File: config.mk
export PLATFORM = sky130hd
export DESIGN_NAME = count_bank
export DESIGN_NICKNAME = d
export VERILOG_FILES = /design/src/rtl/count_bank_pkg.sv /design/src/rtl/count_bank_cell.sv /design/src/rtl/count_bank.sv
export SDC_FILE = /design/constraint.sdc
export NUM_CORES = 1
export LEC_CHECK = 0
export BUFFER_PORTS_ARGS = -buffer_cell sky130_fd_sc_hd__buf_2
export CORE_MARGIN = 2
export CORE_UTILIZATION = 45
export DETAILED_ROUTE_END_ITERATION = 12
export PLACE_DENSITY = 0.65
export SETUP_SLACK_MARGIN = 0.02
export SYNTH_ARGS = -nofsm -noshare
export SYNTH_HDL_FRONTEND = slang
export SYNTH_SLANG_ARGS = --single-unit
File: constraint.sdc
create_clock -name clk -period 3 [get_ports clk]
set_clock_uncertainty 0.05 [all_clocks]
set_input_delay 0.15 -clock clk [delete_from_list [all_inputs] [get_ports clk]]
set_output_delay 0.15 -clock clk [all_outputs]
set_load 0.03 [all_outputs]
File: src/rtl/count_bank_pkg.sv
// Shared types and constants for the counter bank and its cells.
package count_bank_pkg;

    // Overflow handling at the count limits.
    typedef enum logic {
        MODE_WRAP = 1'b0,
        MODE_SAT  = 1'b1
    } count_mode_e;

    // Readout handshake states.
    typedef enum logic {
        RD_IDLE = 1'b0,
        RD_HOLD = 1'b1
    } rd_state_e;

    // Bit positions inside the two-bit flag word returned by a readout.
    localparam int FLAG_OVF = 1;
    localparam int FLAG_UNF = 0;

endpackage

File: src/rtl/count_bank_cell.sv
// One up/down counter with load, sticky overflow/underflow and terminal-count pulse.
module count_cell
    import count_bank_pkg::*;
#(
    parameter int          WIDTH     = 8,
    parameter int unsigned MAX_COUNT = 255,
    parameter count_mode_e MODE      = MODE_WRAP
) (
    input  logic             clk,
    input  logic             rst_n,
    input  logic             clr,
    input  logic             inc,
    input  logic             dec,
    input  logic             load,
    input  logic [WIDTH-1:0] load_val,
    output logic [WIDTH-1:0] count,
    output logic             tc,
    output logic             ovf,
    output logic             unf
);

    localparam logic [WIDTH-1:0] MAX_V = WIDTH'(MAX_COUNT);
    localparam logic [WIDTH-1:0] ONE_V = WIDTH'(1);

    logic [WIDTH-1:0] count_q, count_d;
    logic             tc_q, tc_d;
    logic             ovf_q, ovf_d;
    logic             unf_q, unf_d;

    // Next state: clear beats load beats a single-direction strobe; opposing strobes cancel.
    always_comb begin
        count_d = count_q;
        tc_d    = 1'b0;
        ovf_d   = ovf_q;
        unf_d   = unf_q;
        if (clr) begin
            count_d = '0;
            ovf_d   = 1'b0;
            unf_d   = 1'b0;
        end else if (load) begin
            count_d = (load_val > MAX_V) ? MAX_V : load_val;
        end else if (inc && !dec) begin
            if (count_q == MAX_V) begin
                ovf_d = 1'b1;
                if (MODE == MODE_WRAP) begin
                    count_d = '0;
                    tc_d    = 1'b1;
                end
            end else begin
                count_d = count_q + ONE_V;
                // In saturating mode the terminal pulse marks arrival at the limit.
                tc_d    = (MODE == MODE_SAT) && ((count_q + ONE_V) == MAX_V);
            end
        end else if (dec && !inc) begin
            if (count_q == '0) begin
                unf_d = 1'b1;
                if (MODE == MODE_WRAP) begin
                    count_d = MAX_V;
                    tc_d    = 1'b1;
                end
            end else begin
                count_d = count_q - ONE_V;
            end
        end
    end

    // Counter state register.
    always_ff @(posedge clk or negedge rst_n) begin
        if (!rst_n) begin
            count_q <= '0;
            tc_q    <= 1'b0;
            ovf_q   <= 1'b0;
            unf_q   <= 1'b0;
        end else begin
            count_q <= count_d;
            tc_q    <= tc_d;
            ovf_q   <= ovf_d;
            unf_q   <= unf_d;
        end
    end

    assign count = count_q;
    assign tc    = tc_q;
    assign ovf   = ovf_q;
    assign unf   = unf_q;

endmodule

File: src/rtl/count_bank.sv
// Bank of independent counters with a registered valid/ready snapshot readout.
module count_bank
    import count_bank_pkg::*;
#(
    parameter int          WIDTH     = 8,
    parameter int          CHANNELS  = 4,
    parameter int unsigned MAX_COUNT = 32'((64'd1 << WIDTH) - 64'd1),
    parameter count_mode_e MODE      = MODE_WRAP,
    localparam int         CW        = (CHANNELS > 1) ? $clog2(CHANNELS) : 1
) (
    input  logic                clk,
    input  logic                rst_n,
    input  logic                clr,
    input  logic [CHANNELS-1:0] inc,
    input  logic [CHANNELS-1:0] dec,
    input  logic                load_en,
    input  logic [CW-1:0]       load_ch,
    input  logic [WIDTH-1:0]    load_val,
    input  logic                rd_req,
    input  logic [CW-1:0]       rd_ch,
    output logic                rd_valid,
    input  logic                rd_ready,
    output logic [WIDTH-1:0]    rd_data,
    output logic [1:0]          rd_flags,
    output logic [CHANNELS-1:0] tc,
    output logic [CHANNELS-1:0] ovf,
    output logic [CHANNELS-1:0] unf
);

    logic [WIDTH-1:0] count_w [CHANNELS];

    generate
        for (genvar gi = 0; gi < CHANNELS; gi++) begin : g_cell
            count_cell #(
                .WIDTH     (WIDTH),
                .MAX_COUNT (MAX_COUNT),
                .MODE      (MODE)
            ) u_cell (
                .clk      (clk),
                .rst_n    (rst_n),
                .clr      (clr),
                .inc      (inc[gi]),
                .dec      (dec[gi]),
                .load     (load_en && (load_ch == CW'(gi))),
                .load_val (load_val),
                .count    (count_w[gi]),
                .tc       (tc[gi]),
                .ovf      (ovf[gi]),
                .unf      (unf[gi])
            );
        end
    endgenerate

    logic [WIDTH-1:0] sel_count;
    logic [1:0]       sel_flags;

    // Channel select for the snapshot; an unmatched (out-of-range) channel reads as zero.
    always_comb begin
        sel_count = '0;
        sel_flags = '0;
        for (int i = 0; i < CHANNELS; i++) begin
            if (rd_ch == CW'(i)) begin
                sel_count           = count_w[i];
                sel_flags[FLAG_OVF] = ovf[i];
                sel_flags[FLAG_UNF] = unf[i];
            end
        end
    end

    rd_state_e        state_q, state_d;
    logic [WIDTH-1:0] data_q, data_d;
    logic [1:0]       flags_q, flags_d;
    logic             accept;

    // Readout FSM: a request is taken only when the output slot is free or being drained.
    always_comb begin
        state_d = state_q;
        data_d  = data_q;
        flags_d = flags_q;
        accept  = rd_req && ((state_q == RD_IDLE) || rd_ready);
        if (accept) begin
            state_d = RD_HOLD;
            data_d  = sel_count;
            flags_d = sel_flags;
        end else if ((state_q == RD_HOLD) && rd_ready) begin
            state_d = RD_IDLE;
        end
    end

    // Readout state and snapshot registers; clr deliberately leaves a held snapshot alone.
    always_ff @(posedge clk or negedge rst_n) begin
        if (!rst_n) begin
            state_q <= RD_IDLE;
            data_q  <= '0;
            flags_q <= '0;
        end else begin
            state_q <= state_d;
            data_q  <= data_d;
            flags_q <= flags_d;
        end
    end

    assign rd_valid = (state_q == RD_HOLD);
    assign rd_data  = data_q;
    assign rd_flags = flags_q;

endmodule

==> metrics.txt, run 1 <==
Iteration-0 DRC Markers roughly 270; period utilization 0.758; Worst Path Arrival between 2000 and 2500 ps; Worst Tran Pin Value 765 ps; run status completed; fraction of registers with async set/reset 1.00; EDFF count, synth 0; Post-CTS Resized 0; First-pass DRT Iterations 5; CP max-delay cell or4_1; CORE AREA 9590 sq um; worst relative slew slack 0.489; FP Rows 36; RSZ-0062 raised after global routing false; layout cells sized above 1 0.159; peak supply drop 215 uV; Worst Hold Class input pin to flip-flop; WP buf/inv 0; first-pass GRT wire length a little over 20,000 microns; IO buf count 48; GRT overflow 0; area added between synthesis and finish 7.06%; highest metal used met4; overall global routing resource usage 0.258; routed len/inst 20.0 microns; # DRC 0; pin count of the biggest net entering global routing 56; Gate Count Post-Synth 519; antenna violations before repair 0; endpoints failing setup 0; top_reg_cell synth dfrtp_1; Vias 4,237; Final nets 560; Syn. warnings 0; Worst path max stage delay 660 ps; Clock Latency Late Sink 330 ps; Seq/Total Area, Yosys 0.314; Detailed Place HPWL 9370 microns; clk sinks 55; placed insts roughly 650; clock slew at reported path FFs around 110 ps; required time worst endpoint 3220 ps; overall routed net length 13,100 microns; total negative setup slack 0 ps; CP Capture Type flip-flop; clk root buf clkbuf_8; #FFs+latches synth 55; crit path cell chain or4_1, nor4b_2, nor3_1, o211ai_1, a32o_1; Final Hold Violating Endpoints 0; die extent in y roughly 100 microns; Startpoint Class flip-flop; initial core utilization 0.457; Die Span X just over 100 microns; Routed Antenna Nets 0; f_max 440 MHz; fin cells around 660; WL met1 5780 microns; Post-Synthesis Mean Instance Area 8.44 sq um; routability cong. around 0.92; clock buffer depth 2; CTS tree done; leakage power ~0.0019 uW; Ports 49; vias in the first global route 3,795; CP Class flip-flop to flip-flop; wire length on met2 6100 microns; worst hold slack a little over 40 ps; crit-path max FO 12; PD cells ~530 nW/um^2; number of buffers created by CTS 5; Ant. Diodes 0; metal3 WL 883 microns; vias per cell 6.46; CP delay by family, top simple AND/OR/NAND/NOR gates; H-tree Lvls 2; die area approximately 11,000 sq um; max-slew violations 0; Cell Area, Synth ~4400 sq um; Syn Nets 557; post-synth cell types 66; min Tclk post-route roughly 2300 ps; max cap viols 0
==> timing repair <==
action	in CTS	in global routing
setup buffers	0	0
endpoints found under the hold margin	56	0
endpoints found under the setup margin	0	0
hold buffers	2	0
==> layer usage <==
layer | track usage | up-vias
met3 | 0.0488 | 26
met1 | 0.363 | 2102
met2 | 0.398 | 165
li1 | - | 1944
met5 | 0 | -
met4 | 0.0913 | 0
==> power breakdown <==
part           internal (uW)  total [uW]  switching, uW  leakage, uW
Clock                    334         614            280    0.0000654
Combinational            370         876            506      0.00111
Sequential               827        1010            181     0.000736
Total                   1530        2500            967      0.00191
==> cell type report <==
cell class              instances  area, sq um
inverters                      15         56.3
fillers                       947         4900
clock buffers                   6         72.6
clock inverters                 2         60.1
repair buffers                 54          290
multi-input cells             391         2670
flip-flops and latches         55         1380
well taps                     133          166
==> sequential cells by signal, indices dropped and copies added (netlist names) <==
register             cells
rd_flags                 2
g_cell.u_cell.ovf        4
rd_data                  8
g_cell.u_cell.tc         4
rd_valid                 1
g_cell.u_cell.unf        4
g_cell.u_cell.count     32
==> synth_stat cells, drive strengths merged (4+ instances only) <==
library cell / instances / area (sq um)
dfrtp: 55 / 1380
nor3: 30 / 150
inv: 15 / 56.3
nor2: 52 / 195
nand3b: 5 / 37.5
nand3: 18 / 90.1
buf: 18 / 130
a211o: 4 / 35.0
o22ai: 13 / 87.6
a22oi: 21 / 158
and4: 4 / 35.0
a31oi: 13 / 81.3
xnor2: 8 / 70.1
mux2: 11 / 124
or3: 5 / 31.3
a21oi: 21 / 105
a311oi: 4 / 41.3
a211oi: 7 / 52.6
o311ai: 4 / 35.0
nand2b: 12 / 75.1
nand2: 27 / 101
nor2b: 9 / 56.3
clkbuf: 40 / 150
o21ai: 24 / 120
ha: 12 / 150
nor4: 5 / 31.3
o32ai: 4 / 35.0
o211ai: 8 / 60.1
and2: 4 / 25.0
mux4: 10 / 225
nand4: 8 / 50.1
==> worst register-to-register path, stage by stage, from the launching register on <==
cell and delay (ps):
dfrtp_1 500, or4_1 660, nor4b_2 530, nor3_1 100, o211ai_1 200, a32o_1 180
==> cell families (layout without fill, tap and decap cells) <==
family / count (synthesis) / after routing / share of synthesized area
and+or+nand+nor: 198 / 198 / 0.237
AOI/OAI and AO/OA: 148 / 148 / 0.234
buffers and inverters: 73 / 77 / 0.0768
DFF: 55 / 55 / 0.314
muxes: 23 / 23 / 0.0843
adders and majority gates: 12 / 12 / 0.0343
xor gates and xnor gates: 10 / 10 / 0.0200
==> final timing paths <==
check / start / to / slack (ps) / depth (start not counted)
worst min-delay path: rd_ready / rd_valid$_DFFE_PN0P_ / 40 / 3
worst max-delay path: g_cell[2].u_cell.count[2]$_DFFE_PN0P_ / g_cell[2].u_cell.count[3]$_DFFE_PN0P_ / 730 / 5
worst min register to register: rd_data[0]$_DFFE_PN0P_ / rd_data[0]$_DFFE_PN0P_ / 460 / 1
min in group asynchronous: rst_n / g_cell[2].u_cell.count[0]$_DFFE_PN0P_ / 440 / 3
max in group asynchronous: rst_n / g_cell[2].u_cell.count[3]$_DFFE_PN0P_ / 1950 / 3
worst max register to register: g_cell[2].u_cell.count[2]$_DFFE_PN0P_ / g_cell[2].u_cell.count[3]$_DFFE_PN0P_ / 730 / 5
==> layout by cell type (no fill, tap or decap), types with 8 or more instances in the layout <==
master    Yosys  routed
a21oi_1      21      21
mux4_2       10      10
nor2_1       52      52
mux2_2       10      10
buf_2         2      48
dfrtp_1      55      55
nand2b_1     12      12
nand4_1       8       8
o22ai_1      12      12
nand2_1      27      27
inv_1        15      15
o21ai_0      20      20
nor3_1       30      30
nand3_1      18      18
ha_1         12      12
nor2b_1       9       9
a22oi_1      21      21
xnor2_1       8       8
a31oi_1      13      13
o211ai_1      8       8
==> metrics by stage <==
| stage | area (sq um) | worst slack, ps | total power (uW) | util |
|---|---|---|---|---|
| floorplan | 4380 | 821 | 1660 | - |
| global placement | 4540 | 776 | 1860 | 0.473 |
| detailed placement | 4540 | 746 | 1870 | 0.473 |
| CTS | 4690 | 724 | 2480 | 0.489 |
| global route | 4690 | 532 | 2630 | 0.489 |
| finish | 4690 | 727 | 2500 | 0.489 |
(Power assumes the default switching activity.)
==> inputs of run 2 (changes only) <==
--- a/config.mk
+++ b/config.mk
@@ -9,7 +9,7 @@
 export CORE_MARGIN = 2
 export CORE_UTILIZATION = 45
 export DETAILED_ROUTE_END_ITERATION = 12
-export PLACE_DENSITY = 0.65
+export PLACE_DENSITY = 0.67
 export SETUP_SLACK_MARGIN = 0.02
 export SYNTH_ARGS = -nofsm -noshare
 export SYNTH_HDL_FRONTEND = slang
==> constraint.sdc (replaced) <==
create_clock -name clk -period 1.87 [get_ports clk]
set_clock_uncertainty 0.05 [all_clocks]
set_input_delay 0.0935 -clock clk [delete_from_list [all_inputs] [get_ports clk]]
set_output_delay 0.0935 -clock clk [all_outputs]
set_load 0.03 [all_outputs]
==> run 2 against run 1 <==
Effect of this change: the run now ends with setup timing left; critical endpoint unchanged; power is 70% higher; register-to-register slack worse by 750 ps; sequential share of layout area is 3.5 points lower; first-iteration DRC count is 50% higher; die area stayed put; largest cell class unchanged; critical path type unchanged; wire length is 6.9% higher; cell area is 14% higher; count of clock-buffer cells in the layout is 1 lower; worst setup slack worse by 750 ps; non-clock buffer count is 67 higher.
==> metrics.txt, run 2 (synthesized netlist as in run 1, its figures left out) <==
run status finished, violations left; failing checks setup timing; crit path cell chain or4_4, nor4b_4, buf_4, nor3_1, o211ai_1, a32o_1; overall routed net length 14,000 microns (+6.9%); min Tclk post-route 1890 ps (-384 ps); clk sinks 55 (unchanged); crit-path max FO 5 (-7); CTS tree done; f_max 529 MHz (+20%); post-place instance area 5010 sq um (+10%); Clock power frac 0.178 (-0.068); Worst Hold Class input pin to flip-flop; post-route cell area 5340 sq um (+14%); Routed Antenna Nets 0 (unchanged); CP Capture Type flip-flop; CP Launch Point g_cell[2].u_cell.count[2]$_DFFE_PN0P_; CP Class flip-flop to flip-flop; max reg flops 32 (unchanged); fin cells 723 (+10%); met2 Use GR 0.445 (+0.0478); max-slew violations 0 (unchanged); Sw Pwr 1730 uW (+78%); # DRC 0 (unchanged); Combinational Power Share 0.471 (+0.120); Fillers 858 (-9.4%); PD cells 798 nW/um^2 (+50%); commonest non-fill, non-tap cells in the layout buf_4 (68), dfrtp_1 (52), nor2_1 (50); pin count of the biggest net entering global routing 31 (-45%); Die Span X 103 microns (unchanged); max cap viols 0 (unchanged); commonest non-fill, non-tap cell in the layout buf_4; antenna violations before repair 0 (unchanged); Global Route met3 Usage 0.0298 (-0.0190); CORE AREA 9590 sq um (unchanged); met1 Usage GRT 0.386 (+0.0235); layout cells sized above 1 0.310 (+0.151); placed insts 704 (+9.0%); stages on the worst setup path 6 (+1); FP Rows 36 (unchanged); CP delay by family, top simple AND/OR/NAND/NOR gates; vias in the first global route 4,166 (+9.8%); H-tree Lvls 2 (unchanged); routed len/inst 19.4 microns (-3.0%); initial core utilization 0.457 (unchanged); vias per cell 6.28 (-2.8%); Worst Path Arrival 2120 ps (-370 ps); IO buf count 48 (unchanged); sequential cell area 1380 sq um (+0.27%); Seq pwr share 0.351 (-0.052); leakage power 0.00228 uW (+20%); Ports 49 (unchanged); Worst Tran Pin Value 706 ps (-59.3 ps); CP max-delay cell or4_4; Critical R2R Launch g_cell[2].u_cell.count[2]$_DFFE_PN0P_; Ant. Diodes 0 (unchanged); Reg2Reg Setup Slack -20 ps (-750 ps); period utilization 1.01 (+0.253); final setup margin -19.7 ps (-746 ps); Iteration-0 DRC Markers 407 (+50%); HP Start clr; RSZ-0062 raised after global routing true; FF-to-FF path depth 6 (+1); Final Hold Violating Endpoints 0 (unchanged); clock buffer depth 2 (unchanged); WHS Path Cells 2 (-1); routability cong. 0.943 (+2.0%); Final nets 627 (+12%); Clock Latency Late Sink 340 ps (about the same); internal power 2530 uW (+65%); die area 10,500 sq um (unchanged); Detailed Place HPWL 10,200 microns (+8.9%); WP buf/inv 1 (+1); endpoints failing setup 3 (+3); area added between synthesis and finish 21.9%; GRT busiest layer met2; Worst path max stage delay 580 ps (-80 ps); first-pass GRT wire length 22,100 microns (+6.4%); overall global routing resource usage 0.273 (+0.0157); required time worst endpoint 2100 ps (-1120 ps); GRT overflow 0 (unchanged); worst relative slew slack 0.529 (+0.0406); First-pass DRT Iterations 5 (unchanged); Vias 4,539 (+7.1%); clock slew at reported path FFs 110 ps (about the same); clk root buf clkbuf_8; die extent in y 103 microns (unchanged); peak supply drop 351 uV (+63%); Startpoint Class flip-flop; area of the multi-input gates 2830 sq um (+5.9%); Net Sw Frac 0.405 (+0.0181); number of buffers created by CTS 5 (unchanged)
[run 2: cell count changes in the layout (fill, tap and decap cells not counted), moves of 4 or more]
cell | before | now
o21ai_0 | 20 | 15
nor3_1 | 30 | 26
buf_4 | 4 | 68
inv_2 | 0 | 4
nor3_2 | 0 | 4
inv_1 | 15 | 11
o21ai_1 | 4 | 8
[run 2: path summary, 6_finish.rpt]
kind | endpoint
setup / recovery | g_cell[2].u_cell.count[3]$_DFFE_PN0P_
hold / removal | g_cell[0].u_cell.unf$_DFFE_PN0P_
setup reg to reg | g_cell[2].u_cell.count[3]$_DFFE_PN0P_
hold reg to reg | rd_flags[0]$_DFFE_PN0P_
max in group asynchronous | g_cell[0].u_cell.count[2]$_DFFE_PN0P_
min in group asynchronous | g_cell[0].u_cell.tc$_DFF_PN0_
[run 2: final cells by class]
class / instances / share of cell area
multi-input cells: 391 / 0.529
repair buffers: 121 / 0.152
flip-flops and latches: 55 / 0.259
clock inverters: 3 / 0.00539
well taps: 133 / 0.0312
inverters: 15 / 0.0105
clock buffers: 5 / 0.0129
[run 2: repair_timing]
item                                    in CTS  in global routing
buffers inserted                             1                  7
hold buffers                                 3                  0
gates resized for setup                      4                 39
gates cloned                                 0                  0
endpoints found under the hold margin       26                  0
pin swaps                                    1                 17
endpoints found under the setup margin      10                 26
[run 2: per-layer routing]
metal  share of wire  routed length [microns]
met4           0.024                      341
met1            0.42                     5850
met5               0                        0
met2            0.48                     6710
met3           0.081                     1140
[run 2: power groups by stage]
stage,clock network (uW),logic (uW),registers (uW)
finish,758,2010,1490
detailed placement,0,1810,1500
floorplan,0,1190,1510
global placement,0,1780,1490
CTS,761,1850,1480
global route,801,2170,1510
[run 2: per-stage QoR]
| step | total power [uW] | setup TNS, ps | util | worst slack, ps | hold slack [ps] |
|---|---|---|---|---|---|
| floorplan | 2700 | -567 | - | -186 | -252 |
| global placement | 3270 | -30.1 | 0.522 | -28.9 | 123 |
| detailed placement | 3310 | -130 | 0.522 | -62.0 | 132 |
| CTS | 4090 | -14.2 | 0.538 | -14.2 | 28.5 |
| global route | 4490 | -563 | 0.556 | -115 | 54.9 |
| finish | 4260 | -37.8 | 0.556 | -19.7 | 48.8 |
==> inputs of run 3 (changes only) <==
--- a/config.mk
+++ b/config.mk
@@ -7,10 +7,11 @@
 export LEC_CHECK = 0
 export BUFFER_PORTS_ARGS = -buffer_cell sky130_fd_sc_hd__buf_2
 export CORE_MARGIN = 2
-export CORE_UTILIZATION = 45
+export CORE_UTILIZATION = 55
 export DETAILED_ROUTE_END_ITERATION = 12
-export PLACE_DENSITY = 0.67
+export PLACE_DENSITY = 0.79
 export SETUP_SLACK_MARGIN = 0.02
 export SYNTH_ARGS = -nofsm -noshare
 export SYNTH_HDL_FRONTEND = slang
+export SYNTH_HIERARCHICAL = 1
 export SYNTH_SLANG_ARGS = --single-unit
==> run 3 against run 2 <==
Effect of this change: the run now ends clean; first-iteration DRC count is 18% higher; cell area up 3.4%; via count increased by 6.1%; count of clock-buffer cells in the layout stayed put; worst setup slack better by 42 ps; global-route usage is 2.7 points higher; non-clock buffer count decreased by 14; worst hold slack improved by 30 ps; critical path depth down 1; largest power group unchanged.
==> metrics.txt, run 3 <==
Startpoint Class flip-flop; Worst Path Arrival 2000 ps (-120 ps); fin cells 725 (+0.28%); final setup margin 21.9 ps (+41.6 ps); max-slew violations 0 (unchanged); Syn. warnings 6 (+6); Seq/Total Area, Yosys 0.288 (-0.0258); PD cells 806 nW/um^2 (+1.1%); Post-Synthesis Mean Instance Area 8.69 sq um (+3.0%); crit-path max FO 5 (unchanged); max reg flops 32 (unchanged); commonest non-fill, non-tap cells in the layout buf_4 (56), dfrtp_1 (50), buf_2 (48); post-route cell area 5520 sq um (+3.4%); worst hold slack 79.1 ps (+30.3 ps); antenna violations before repair 0 (unchanged); first-pass GRT wire length 23,200 microns (+4.8%); Synth Area in Simple Gates 0.252 (+0.0157); GRT overflow 0 (unchanged); die area 9440 sq um (-10%); endpoints failing setup 0 (-3); #FFs+latches synth 55 (unchanged); Syn Nets 587 (+5.4%); largest family of logic cells by synthesized area compound AO/OA/AOI/OAI gates; CP Class flip-flop to flip-flop; area added between synthesis and finish 15.7%; Worst Hold Class input pin to flip-flop; Critical R2R Launch g_cell[0].u_cell/count[1]$_DFFE_PN0P_; Ports 49 (unchanged); overall routed net length 14,400 microns (+2.6%); pre-CTS setup slack 14.2 ps (+76.2 ps); count leader, synth dfrtp_1; EDFF count, synth 0 (unchanged); post-place instance area 5320 sq um (+6.3%); clock buffer depth 2 (unchanged); CP Launch Point g_cell[0].u_cell/count[1]$_DFFE_PN0P_; Final Hold Violating Endpoints 0 (unchanged); die extent in y 97.1 microns (-5.4%); number of buffers created by CTS 5 (unchanged); XOR/XNOR share of the synthesized area 0.0375 (+0.0175); fraction of registers with async set/reset 1.00 (unchanged); Iteration-0 DRC Markers 480 (+18%); CP delay by family, top simple AND/OR/NAND/NOR gates; complex-gate fraction of the synthesized area 0.266 (+0.0320); # DRC 0 (unchanged); total negative setup slack 0 ps (+37.8 ps); Ant. Diodes 0 (unchanged); max cap viols 0 (unchanged); clk root buf clkbuf_8; Worst path max stage delay 510 ps (-70 ps); mux contribution to synthesized area 0.0514 (-0.0329); min Tclk post-route 1850 ps (-41.6 ps); Final nets 657 (+4.8%); post-synth top area cell dfrtp_1; peak supply drop 518 uV (+48%); vias per cell 6.64 (+5.8%); Fillers 649 (-24%); CP max-delay cell or4_1; routability cong. 0.958 (+1.6%); overall global routing resource usage 0.300 (+0.0267); f_max 541 MHz (+2.3%); run status completed; crit path cell chain ha_2, nand2_2, or4_1, a221o_1, o2bb2ai_1; HP Start load_val[1]; H-tree Lvls 2 (unchanged); adder-cell area share of the yosys netlist 0.0315 (-0.00281); CP Capture Type flip-flop; Synth area leaders dfrtp_1 (29%), nor3b_1 (4.2%), mux2i_1 (4.2%), a21oi_1 (3.1%), ha_1 (3.1%); CORE AREA 8300 sq um (-13%); leakage power 0.00230 uW (+0.84%); Worst Tran Pin Value 597 ps (-109 ps); Cell Area, Synth 4770 sq um (+8.9%); Die Span X 97.1 microns (-5.4%); Clock Latency Late Sink 320 ps (-20 ps); FP Rows 33 (-8.3%); post-synth cell types 70 (+6.1%); pin count of the biggest net entering global routing 36 (+16%); placed insts 713 (+1.3%); Gate Count Post-Synth 549 (+5.8%); initial core utilization 0.575 (+0.118); RSZ-0062 raised after global routing true; vias in the first global route 4,548 (+9.2%); top_reg_cell synth dfrtp_1; worst relative slew slack 0.602 (+0.0724); IO buf count 48 (unchanged); layout cells sized above 1 0.292 (-0.0182); Vias 4,814 (+6.1%); post-synth top area share 0.288 (-0.0258); period utilization 0.988 (-0.0222); commonest non-fill, non-tap cell in the layout buf_4; First-pass DRT Iterations 5 (unchanged); routed len/inst 19.9 microns (+2.3%); Routed Antenna Nets 0 (unchanged); clock slew at reported path FFs 110 ps (about the same); WP buf/inv 0 (-1); CTS tree done; Synth top cells by count dfrtp_1 (55), nand2_1 (37), a21oi_1 (30); Detailed Place HPWL 10,400 microns (+2.1%); clk sinks 55 (unchanged); required time worst endpoint 2020 ps (-80 ps)
-- run 3: cell types whose count changed after synthesis, moves of 8 or more --
cell	previous run	this run
nor3b_1	2	27
clkbuf_1	40	16
nor2_1	52	29
a22oi_1	21	0
mux2i_1	2	20
buf_2	2	12
mux4_2	10	0
nand2_1	27	37
a211oi_1	7	16
a21oi_1	21	30
buf_4	12	4
-- run 3: cell families (layout without fill, tap and decap cells) --
logic type,Yosys count,in the layout
multiplexers,24,24
buffers and inverters,66,137
XOR/XNOR,17,17
adder cells (fa/ha/maj),12,12
flip-flops,55,55
AND/OR/NAND/NOR,206,206
AO/OA/AOI/OAI,169,169
-- run 3: timing repair --
| item | in CTS | in global routing |
|---|---|---|
| hold buffers | 2 | 0 |
| pin swaps | 0 | 7 |
| endpoints found under the setup margin | 2 | 33 |
| gates resized for setup | 2 | 20 |
| buffers inserted | 0 | 2 |
| hold endpoints to repair | 21 | 0 |
| cloned | 0 | 0 |
-- run 3: power by group --
group | leakage [uW] | switching (uW) | internal (uW)
clock network | 0.0000402 | 452 | 263
logic | 0.00154 | 1180 | 949
registers | 0.000727 | 259 | 1350
total | 0.00230 | 1890 | 2560
-- run 3: final cells by class --
| class | instances | area (sq um) | area share |
|---|---|---|---|
| multi-input combinational | 428 | 3140 | 0.568 |
| sequential | 55 | 1380 | 0.250 |
| timing repair buffer | 107 | 701 | 0.127 |
| tap | 105 | 131 | 0.0238 |
| inverter | 22 | 82.6 | 0.0150 |
| clock buffer | 5 | 68.8 | 0.0125 |
| clock inverter | 3 | 20.0 | 0.00363 |
-- run 3: path summary, 6_finish.rpt --
| check | to | slack, ps | depth (start not counted) |
|---|---|---|---|
| min in group asynchronous | g_cell[2].u_cell/count[4]$_DFFE_PN0P_ | 210 | 2 |
| setup reg to reg | g_cell[0].u_cell/count[0]$_DFFE_PN0P_ | 20 | 5 |
| hold reg to reg | rd_flags[1]$_DFFE_PN0P_ | 480 | 2 |
| hold / removal | g_cell[2].u_cell/count[1]$_DFFE_PN0P_ | 80 | 3 |
| max in group asynchronous | g_cell[1].u_cell/count[7]$_DFFE_PN0P_ | 940 | 3 |
| setup / recovery | g_cell[0].u_cell/count[0]$_DFFE_PN0P_ | 20 | 5 |
-- run 3: metrics by stage --
step / total power (uW) / util
2_1_floorplan: 3070 / -
3_3_place_gp: 3550 / 0.641
3_5_place_dp: 3620 / 0.641
4_1_cts: 4330 / 0.655
5_1_grt: 4680 / 0.665
6_report: 4450 / 0.665
-- run 3: layer usage --
metal  wire length (microns)  share of wire  global-route usage
met1                    6010           0.42               0.410
met2                    6930           0.48               0.501
met3                    1220          0.085              0.0489
met4                     247          0.017              0.0683
met5                       0              0                   0
-- run 3: worst register-to-register path, stage by stage, from the launching register on --
cell and delay, ps:
dfrtp_1 420, ha_2 230, nand2_2 80, or4_1 510, a221o_1 330, o2bb2ai_1 120
